===== src/rtl/alu_cmd_sequencer_pkg.sv =====
// rtl/alu_cmd_sequencer_pkg.sv - opcodes, FSM states and command record for the ALU command sequencer
package alu_cmd_sequencer_pkg;

    localparam logic [1:0] OP_ADD = 2'b00;
    localparam logic [1:0] OP_AND = 2'b01;
    localparam logic [1:0] OP_XOR = 2'b10;
    localparam logic [1:0] OP_MUL = 2'b11;

    typedef enum logic [1:0] {
        ST_IDLE = 2'b00,
        ST_EXEC = 2'b01,
        ST_HOLD = 2'b10
    } state_t;

    typedef struct packed {
        logic [1:0] op;
        logic [7:0] a;
        logic [7:0] b;
    } cmd_t;

    // Only the multiply produces a 16-bit result; everything else is the 8-bit Y.
    function automatic logic [15:0] capture_data(input logic [1:0] op,
                                                 input logic [7:0] y,
                                                 input logic [15:0] z);
        return (op == OP_MUL) ? z : {8'h00, y};
    endfunction

endpackage


===== src/rtl/alu_cmd_sequencer_if.sv =====
// rtl/alu_cmd_sequencer_if.sv - command and result handshakes of the ALU command sequencer
interface alu_cmd_sequencer_if;

    logic        cmd_valid;
    logic        cmd_ready;
    logic [1:0]  cmd_op;
    logic [7:0]  cmd_a;
    logic [7:0]  cmd_b;

    logic        res_valid;
    logic        res_ready;
    logic [15:0] res_data;
    logic        res_carry;
    logic        res_ovf;
    logic [1:0]  res_op;

    modport master (
        output cmd_valid, cmd_op, cmd_a, cmd_b, res_ready,
        input  cmd_ready, res_valid, res_data, res_carry, res_ovf, res_op
    );

    modport slave (
        input  cmd_valid, cmd_op, cmd_a, cmd_b, res_ready,
        output cmd_ready, res_valid, res_data, res_carry, res_ovf, res_op
    );

endinterface


===== src/rtl/alu_cmd_fifo.sv =====
// rtl/alu_cmd_fifo.sv - command FIFO with count-based full/empty, no bypass
module alu_cmd_fifo
    import alu_cmd_sequencer_pkg::*;
#(
    parameter int FIFO_DEPTH = 4,
    parameter int PTR_W      = 2
) (
    input  logic clk,
    input  logic rst_n,
    input  logic push,
    input  cmd_t push_data,
    input  logic pop,
    output cmd_t head,
    output logic full,
    output logic empty
);

    cmd_t             mem [FIFO_DEPTH];
    logic [PTR_W-1:0] wr_ptr;
    logic [PTR_W-1:0] rd_ptr;
    logic [PTR_W:0]   count;

    assign full  = (count == (PTR_W+1)'(FIFO_DEPTH));
    assign empty = (count == '0);
    assign head  = mem[rd_ptr];

    always_ff @(posedge clk) begin
        if (push)
            mem[wr_ptr] <= push_data;
    end

    // Depth is a power of two, so pointer overflow is the modulo wrap.
    always_ff @(posedge clk or negedge rst_n) begin
        if (!rst_n) begin
            wr_ptr <= '0;
            rd_ptr <= '0;
            count  <= '0;
        end else begin
            if (push)
                wr_ptr <= wr_ptr + PTR_W'(1);
            if (pop)
                rd_ptr <= rd_ptr + PTR_W'(1);
            case ({push, pop})
                2'b10:   count <= count + (PTR_W+1)'(1);
                2'b01:   count <= count - (PTR_W+1)'(1);
                default: count <= count;
            endcase
        end
    end

endmodule


===== src/rtl/alu_cmd_sequencer.sv =====
// rtl/alu_cmd_sequencer.sv - ALU issue/capture stage: command FIFO, op registers, held result
// Optional: define ALU_SEQ_STICKY_OVF_EN to make res_ovf accumulate until reset.
module alu_cmd_sequencer
    import alu_cmd_sequencer_pkg::*;
#(
    parameter int FIFO_DEPTH = 4,
    parameter int PTR_W      = 2
) (
    input  logic                 clk,
    input  logic                 rst_n,
    alu_cmd_sequencer_if.slave   bus,
    output logic [1:0]           alu_s,
    output logic [7:0]           alu_a,
    output logic [7:0]           alu_b,
    input  logic [7:0]           alu_y,
    input  logic [15:0]          alu_z,
    input  logic                 alu_carry,
    input  logic                 alu_o
);

    state_t      state;
    cmd_t        head;
    cmd_t        push_data;
    logic        full;
    logic        empty;
    logic        push;
    logic        pop;
    logic        is_add;

    logic        res_valid;
    logic [15:0] res_data;
    logic        res_carry;
    logic        res_ovf;
    logic [1:0]  res_op;

    assign push_data = '{op: bus.cmd_op, a: bus.cmd_a, b: bus.cmd_b};
    assign push      = bus.cmd_valid && !full;
    // Emptiness is the registered count, so a same-cycle push is seen next cycle.
    assign pop       = !empty && ((state == ST_IDLE) ||
                                  (state == ST_HOLD && bus.res_ready));
    assign is_add    = (alu_s == OP_ADD);

    assign bus.cmd_ready = !full;
    assign bus.res_valid = res_valid;
    assign bus.res_data  = res_data;
    assign bus.res_carry = res_carry;
    assign bus.res_ovf   = res_ovf;
    assign bus.res_op    = res_op;

    alu_cmd_fifo #(
        .FIFO_DEPTH (FIFO_DEPTH),
        .PTR_W      (PTR_W)
    ) u_fifo (
        .clk       (clk),
        .rst_n     (rst_n),
        .push      (push),
        .push_data (push_data),
        .pop       (pop),
        .head      (head),
        .full      (full),
        .empty     (empty)
    );

    always_ff @(posedge clk or negedge rst_n) begin
        if (!rst_n) begin
            state     <= ST_IDLE;
            alu_s     <= 2'b00;
            alu_a     <= 8'h00;
            alu_b     <= 8'h00;
            res_valid <= 1'b0;
            res_data  <= 16'h0000;
            res_carry <= 1'b0;
            res_ovf   <= 1'b0;
            res_op    <= 2'b00;
        end else begin
            case (state)
                ST_IDLE: begin
                    if (!empty) begin
                        alu_s <= head.op;
                        alu_a <= head.a;
                        alu_b <= head.b;
                        state <= ST_EXEC;
                    end
                end
                ST_EXEC: begin
                    res_data  <= capture_data(alu_s, alu_y, alu_z);
                    res_carry <= is_add && alu_carry;
`ifdef ALU_SEQ_STICKY_OVF_EN
                    res_ovf   <= res_ovf || (is_add && alu_o);
`else
                    res_ovf   <= is_add && alu_o;
`endif
                    res_op    <= alu_s;
                    res_valid <= 1'b1;
                    state     <= ST_HOLD;
                end
                ST_HOLD: begin
                    if (bus.res_ready) begin
                        res_valid <= 1'b0;
                        if (!empty) begin
                            alu_s <= head.op;
                            alu_a <= head.a;
                            alu_b <= head.b;
                            state <= ST_EXEC;
                        end else begin
                            state <= ST_IDLE;
                        end
                    end
                end
                default: state <= ST_IDLE;
            endcase
        end
    end

endmodule


===== src/flat_wrapper.sv =====
// flat-port wrapper written by rule: the top's interface ports become plain ports
module alu_cmd_sequencer_flat import alu_cmd_sequencer_pkg::*;
#(
    parameter int FIFO_DEPTH = 4,
    parameter int PTR_W      = 2
)
  (clk, rst_n, alu_s, alu_a, alu_b, alu_y, alu_z, alu_carry, alu_o, bus_cmd_valid, bus_cmd_op, bus_cmd_a, bus_cmd_b, bus_res_ready, bus_cmd_ready, bus_res_valid, bus_res_data, bus_res_carry, bus_res_ovf, bus_res_op);
  alu_cmd_sequencer_if bus_i ();
  input  logic clk;
  input  logic rst_n;
  output logic [1:0] alu_s;
  output logic [7:0] alu_a;
  output logic [7:0] alu_b;
  input  logic [7:0] alu_y;
  input  logic [15:0] alu_z;
  input  logic alu_carry;
  input  logic alu_o;
  input wire logic [$bits(bus_i.cmd_valid)-1:0] bus_cmd_valid;
  input wire logic [$bits(bus_i.cmd_op)-1:0] bus_cmd_op;
  input wire logic [$bits(bus_i.cmd_a)-1:0] bus_cmd_a;
  input wire logic [$bits(bus_i.cmd_b)-1:0] bus_cmd_b;
  input wire logic [$bits(bus_i.res_ready)-1:0] bus_res_ready;
  output wire logic [$bits(bus_i.cmd_ready)-1:0] bus_cmd_ready;
  output wire logic [$bits(bus_i.res_valid)-1:0] bus_res_valid;
  output wire logic [$bits(bus_i.res_data)-1:0] bus_res_data;
  output wire logic [$bits(bus_i.res_carry)-1:0] bus_res_carry;
  output wire logic [$bits(bus_i.res_ovf)-1:0] bus_res_ovf;
  output wire logic [$bits(bus_i.res_op)-1:0] bus_res_op;
  assign bus_i.cmd_valid = bus_cmd_valid;
  assign bus_i.cmd_op = bus_cmd_op;
  assign bus_i.cmd_a = bus_cmd_a;
  assign bus_i.cmd_b = bus_cmd_b;
  assign bus_i.res_ready = bus_res_ready;
  assign bus_cmd_ready = bus_i.cmd_ready;
  assign bus_res_valid = bus_i.res_valid;
  assign bus_res_data = bus_i.res_data;
  assign bus_res_carry = bus_i.res_carry;
  assign bus_res_ovf = bus_i.res_ovf;
  assign bus_res_op = bus_i.res_op;
  alu_cmd_sequencer #(.FIFO_DEPTH(FIFO_DEPTH), .PTR_W(PTR_W)) u_core (.clk(clk), .rst_n(rst_n), .bus(bus_i), .alu_s(alu_s), .alu_a(alu_a), .alu_b(alu_b), .alu_y(alu_y), .alu_z(alu_z), .alu_carry(alu_carry), .alu_o(alu_o));
endmodule

===== config.mk =====
export PLATFORM = sky130hd
export DESIGN_NAME = alu_cmd_sequencer_flat
export DESIGN_NICKNAME = d
export VERILOG_FILES = /design/src/rtl/alu_cmd_sequencer_pkg.sv /design/src/rtl/alu_cmd_sequencer_if.sv /design/src/rtl/alu_cmd_fifo.sv /design/src/rtl/alu_cmd_sequencer.sv /design/src/flat_wrapper.sv
export SDC_FILE = /design/constraint.sdc
export NUM_CORES = 1
export LEC_CHECK = 0
export BUFFER_PORTS_ARGS = -buffer_cell sky130_fd_sc_hd__buf_4
export CORE_AREA = 2 2 98 100
export DETAILED_ROUTE_END_ITERATION = 10
export DIE_AREA = 0 0 100 102
export PLACE_DENSITY = 0.82
export SLEW_MARGIN = 15
export SYNTH_ARGS = -nofsm -noshare
export SYNTH_HDL_FRONTEND = slang
export SYNTH_SLANG_ARGS = --single-unit

===== constraint.sdc =====
create_clock -name clk -period 2.3 [get_ports clk]
set_input_delay 0.23 -clock clk [delete_from_list [all_inputs] [get_ports clk]]
set_output_delay 0.23 -clock clk [all_outputs]
set_load 0.01 [all_outputs]

==> results.py <==
metrics = {
    "timing": {
        "maxSlewViolCount": 0,
        "rsz0062_at_grt": "no",
        "fin_worst_skew_ps": 11.49,
        "relSlewSlack": 0.5472,
        "setup_viol": 0,
        "tns_ps": 0,
        "finalHoldViolCount": 0,
        "period_minus_slack_ps": 2195,
        "holdWs_ps": 27.47,
        "worstMarginPinSlew_ps": 679.2,
        "fmax_mhz": 455.5,
        "finalCritPeriodShare": 0.9546,
    },
    "route": {
        "drtPass1Iterations": 4,
        "drt_iter0_drc": 68,
        "viasPerCell": 5.215,
        "post_drt_wl_per_cell_um": 17.70,
        "route.detailed.drc": 0,
        "ant_nets": 0,
        "vias": 2597,
        "wl_um": 8815,
    },
    "layout": {
        "stdcell_area_sq_mm": 0.006230,
        "nNetsFinal": 428,
        "n_antenna_cell": 0,
        "area_delta_synth_final_pct": 35.23,
        "drive_above_1_share": 0.4238,
    },
    "die": {
        "initial_core_util": 0.5058,
        "dieArea_sq_mm": 0.01020,
        "die_w_um": 100,
        "core_sq_mm": 0.009109,
        "pin_count": 88,
        "dieHeight_um": 102,
        "rows": 35,
    },
    "logic_synthesis": {
        "yosys.area.top_type": "edfxtp_1",
        "yosysSeqAreaShare": 0.7300,
        "synth_nets": 298,
        "synth_top_cells_by_count": "72 x edfxtp_1, 48 x dfrtp_1, 20 x mux2_2",
        "synth_area_per_cell_sq_um": 18.88,
        "synth-edff-count": 72,
        "yosys_warnings": 0,
        "synthCells": 244,
        "synth_most_common_cell": "edfxtp_1",
        "synth-seq-cells": 120,
        "synthArstFlopShare": 0.4000,
        "synth_area_sq_mm": 0.004607,
        "ys.flop_type": "edfxtp_1",
        "synth_area_leaders": "edfxtp_1 47%, dfrtp_1 26%, mux4_2 8.8%",
        "synth_top_area_share": 0.4693,
        "ys_types": 28,
    },
    "worst_setup_path": {
        "crit_family": "simple AND/OR/NAND/NOR gates",
        "slowest_delay_ps": 440,
        "cp-end-kind": "flip-flop",
        "r2r-start": "u_core.u_fifo.count[0]$_DFFE_PN0P_",
        "critical_path_buf_inv_count": 2,
        "reg2reg_depth": 9,
        "worstPathMaxFanout": 6,
        "criticalPathCategory": "reg -> reg",
        "r2r_end": "u_core.u_fifo.count[2]$_DFFE_PN0P_",
        "crit_required_ps": 2720,
        "cp_data_arrival_time_ps": 2610,
        "reg2reg_slack_ps": 100,
        "worstPathCellList": "or3b_4 -> and2_4 -> inv_1 -> ha_1 -> inv_1 -> fa_1 -> xor2_1 -> nor2_1 -> xor2_1",
        "cp_slowest_cell": "or3b_4",
        "cp-start-kind": "flip-flop",
    },
    "cts": {
        "clock_latency_ps": 490,
        "ctsResizeCount": 0,
        "clk_pin_slew_worst_paths_ps": 50,
        "cts-root-buf": "clkbuf_8",
        "cts_tree": "built",
        "htree_levels": 4,
        "cts.sinks": 120,
        "cts_buffer_depth": 2,
        "cts_buffers": 17,
    },
    "run": {
        "cap_violations": 0,
    },
    "pwr": {
        "pwr_density_cell_mw_per_mm2": 1390,
        "leakage_nw": 2.565,
        "peakVddDrop_v": 0.0006411,
    },
    "global_routing": {
        "grt_pass1_wl_um": 13930,
        "grt_usage": 0.1851,
        "grt_max_degree": 49,
        "grt_overflow": 0,
        "antenna_found_initial": 0,
        "grt_pass1_vias": 2730,
    },
    "place": {
        "gp_congestion": 0.7987,
        "io_buffers": 87,
        "postPlaceCellArea_sq_mm": 0.005391,
        "dp_hpwl_um": 5176,
    },
    "run_status": {
        "status": "completed",
    },
    "hold_path": {
        "min_to": "u_core.bus.res_data[4]$_DFFE_PN0P_",
        "hold_depth": 3,
        "hp-class": "in -> reg",
        "min_from": "alu_y[4]",
    },
}
worst max-delay path by stage:
stage	from	endpoint	slack [ps]	depth (start not counted)
floorplan	u_core.u_fifo.count[0]$_DFFE_PN0P_	u_core.u_fifo.count[2]$_DFFE_PN0P_	200	9
global placement	u_core.u_fifo.count[0]$_DFFE_PN0P_	u_core.u_fifo.count[2]$_DFFE_PN0P_	170	9
detailed placement	u_core.u_fifo.count[0]$_DFFE_PN0P_	u_core.u_fifo.count[2]$_DFFE_PN0P_	100	9
CTS	u_core.u_fifo.count[0]$_DFFE_PN0P_	u_core.u_fifo.count[2]$_DFFE_PN0P_	90	9
global route	u_core.u_fifo.count[0]$_DFFE_PN0P_	u_core.u_fifo.count[2]$_DFFE_PN0P_	10	9
finish	u_core.u_fifo.count[0]$_DFFE_PN0P_	u_core.u_fifo.count[2]$_DFFE_PN0P_	100	9
state kept, by name, indices dropped and copies added (netlist names), 2 cells and up:
register	cells
u_core.alu_a	8
u_core.alu_b	8
u_core.alu_s	2
u_core.bus.res_data	16
u_core.bus.res_op	2
u_core.state	2
u_core.u_fifo.count	3
u_core.u_fifo.mem	72
u_core.u_fifo.rd_ptr	2
u_core.u_fifo.wr_ptr	2
placed cells by master, fill, tap and decap left out:
cell type / count
a21oi_1: 2
a22o_1: 10
and2_4: 1
and3_2: 4
buf_12: 1
buf_4: 90
bufinv_16: 2
clkbuf_1: 6
clkbuf_16: 16
clkbuf_8: 2
clkinv_1: 1
clkinv_2: 2
clkinv_4: 1
clkinvlp_4: 2
dfrtp_1: 48
dlygate4sd3_1: 29
edfxtp_1: 72
fa_1: 1
ha_1: 5
inv_1: 7
mux2_2: 20
mux2_4: 1
mux2i_1: 8
mux4_2: 18
nand2_1: 11
nand2b_1: 2
nor2_1: 1
nor2_2: 1
nor2b_1: 1
nor3_1: 2
nor3_2: 2
nor4b_1: 1
o21ai_0: 10
or3b_4: 1
xnor2_1: 2
xor2_1: 4
logic make-up (layout without fill, tap and decap cells):
logic type / Yosys count / in the layout / share of synthesized area
flip-flops: 120 / 120 / 0.7300
multiplexers: 47 / 47 / 0.1575
buffers and inverters: 16 / 159 / 0.01765
adder cells (fa/ha/maj): 6 / 6 / 0.01793
XOR/XNOR: 6 / 6 / 0.01141
AND/OR/NAND/NOR: 27 / 27 / 0.03341
AO/OA/AOI/OAI: 22 / 22 / 0.03205
report_power, final:
group	switching [mW]	total [mW]	internal (mW)
Sequential	0.366	3.39	3.03
Combinational	1.31	2.85	1.54
Clock	0.857	2.42	1.56
Total	2.54	8.66	6.13
cell type report:
class | count | area (sq um)
Timing Repair Buffer | 120 | 985.9
Clock buffer | 24 | 450.4
Tap cell | 111 | 138.9
Sequential cell | 120 | 3363
Clock inverter | 8 | 97.59
Fill cell | 588 | 2879
Inverter | 7 | 26.28
Multi-Input combinational cell | 108 | 1167
worst min-delay path: cells and delay by family:
kind                   cells  cell delay [ps]
AO/OA/AOI/OAI              1              120
buffers and inverters      1               80
multiplexers               1               50
through the flow:
step / setup WS, ps / power, mW / util / cells
4_1_cts: 87.14 / 8.780 / 0.6839 / 498
6_report: 104.5 / 8.662 / 0.6839 / 498
2_1_floorplan: 201.1 / 5.161 / - / 244
3_3_place_gp: 170.9 / 6.146 / 0.5919 / 437
3_5_place_dp: 104.1 / 6.264 / 0.5919 / 437
5_1_grt: 14.65 / 9.157 / 0.6839 / 498
timing repair:
action,in CTS,in global routing
hold buffers,29,0
setup buffers,0,0
endpoints found under the hold margin,130,0
per-layer routing:
layer | GRT usage | part of all wire
met5 | 0 | 0
met4 | 0.07482 | 0.011
met3 | 0.05404 | 0.062
met2 | 0.3202 | 0.53
met1 | 0.2207 | 0.40
(Power assumes the default switching activity.)
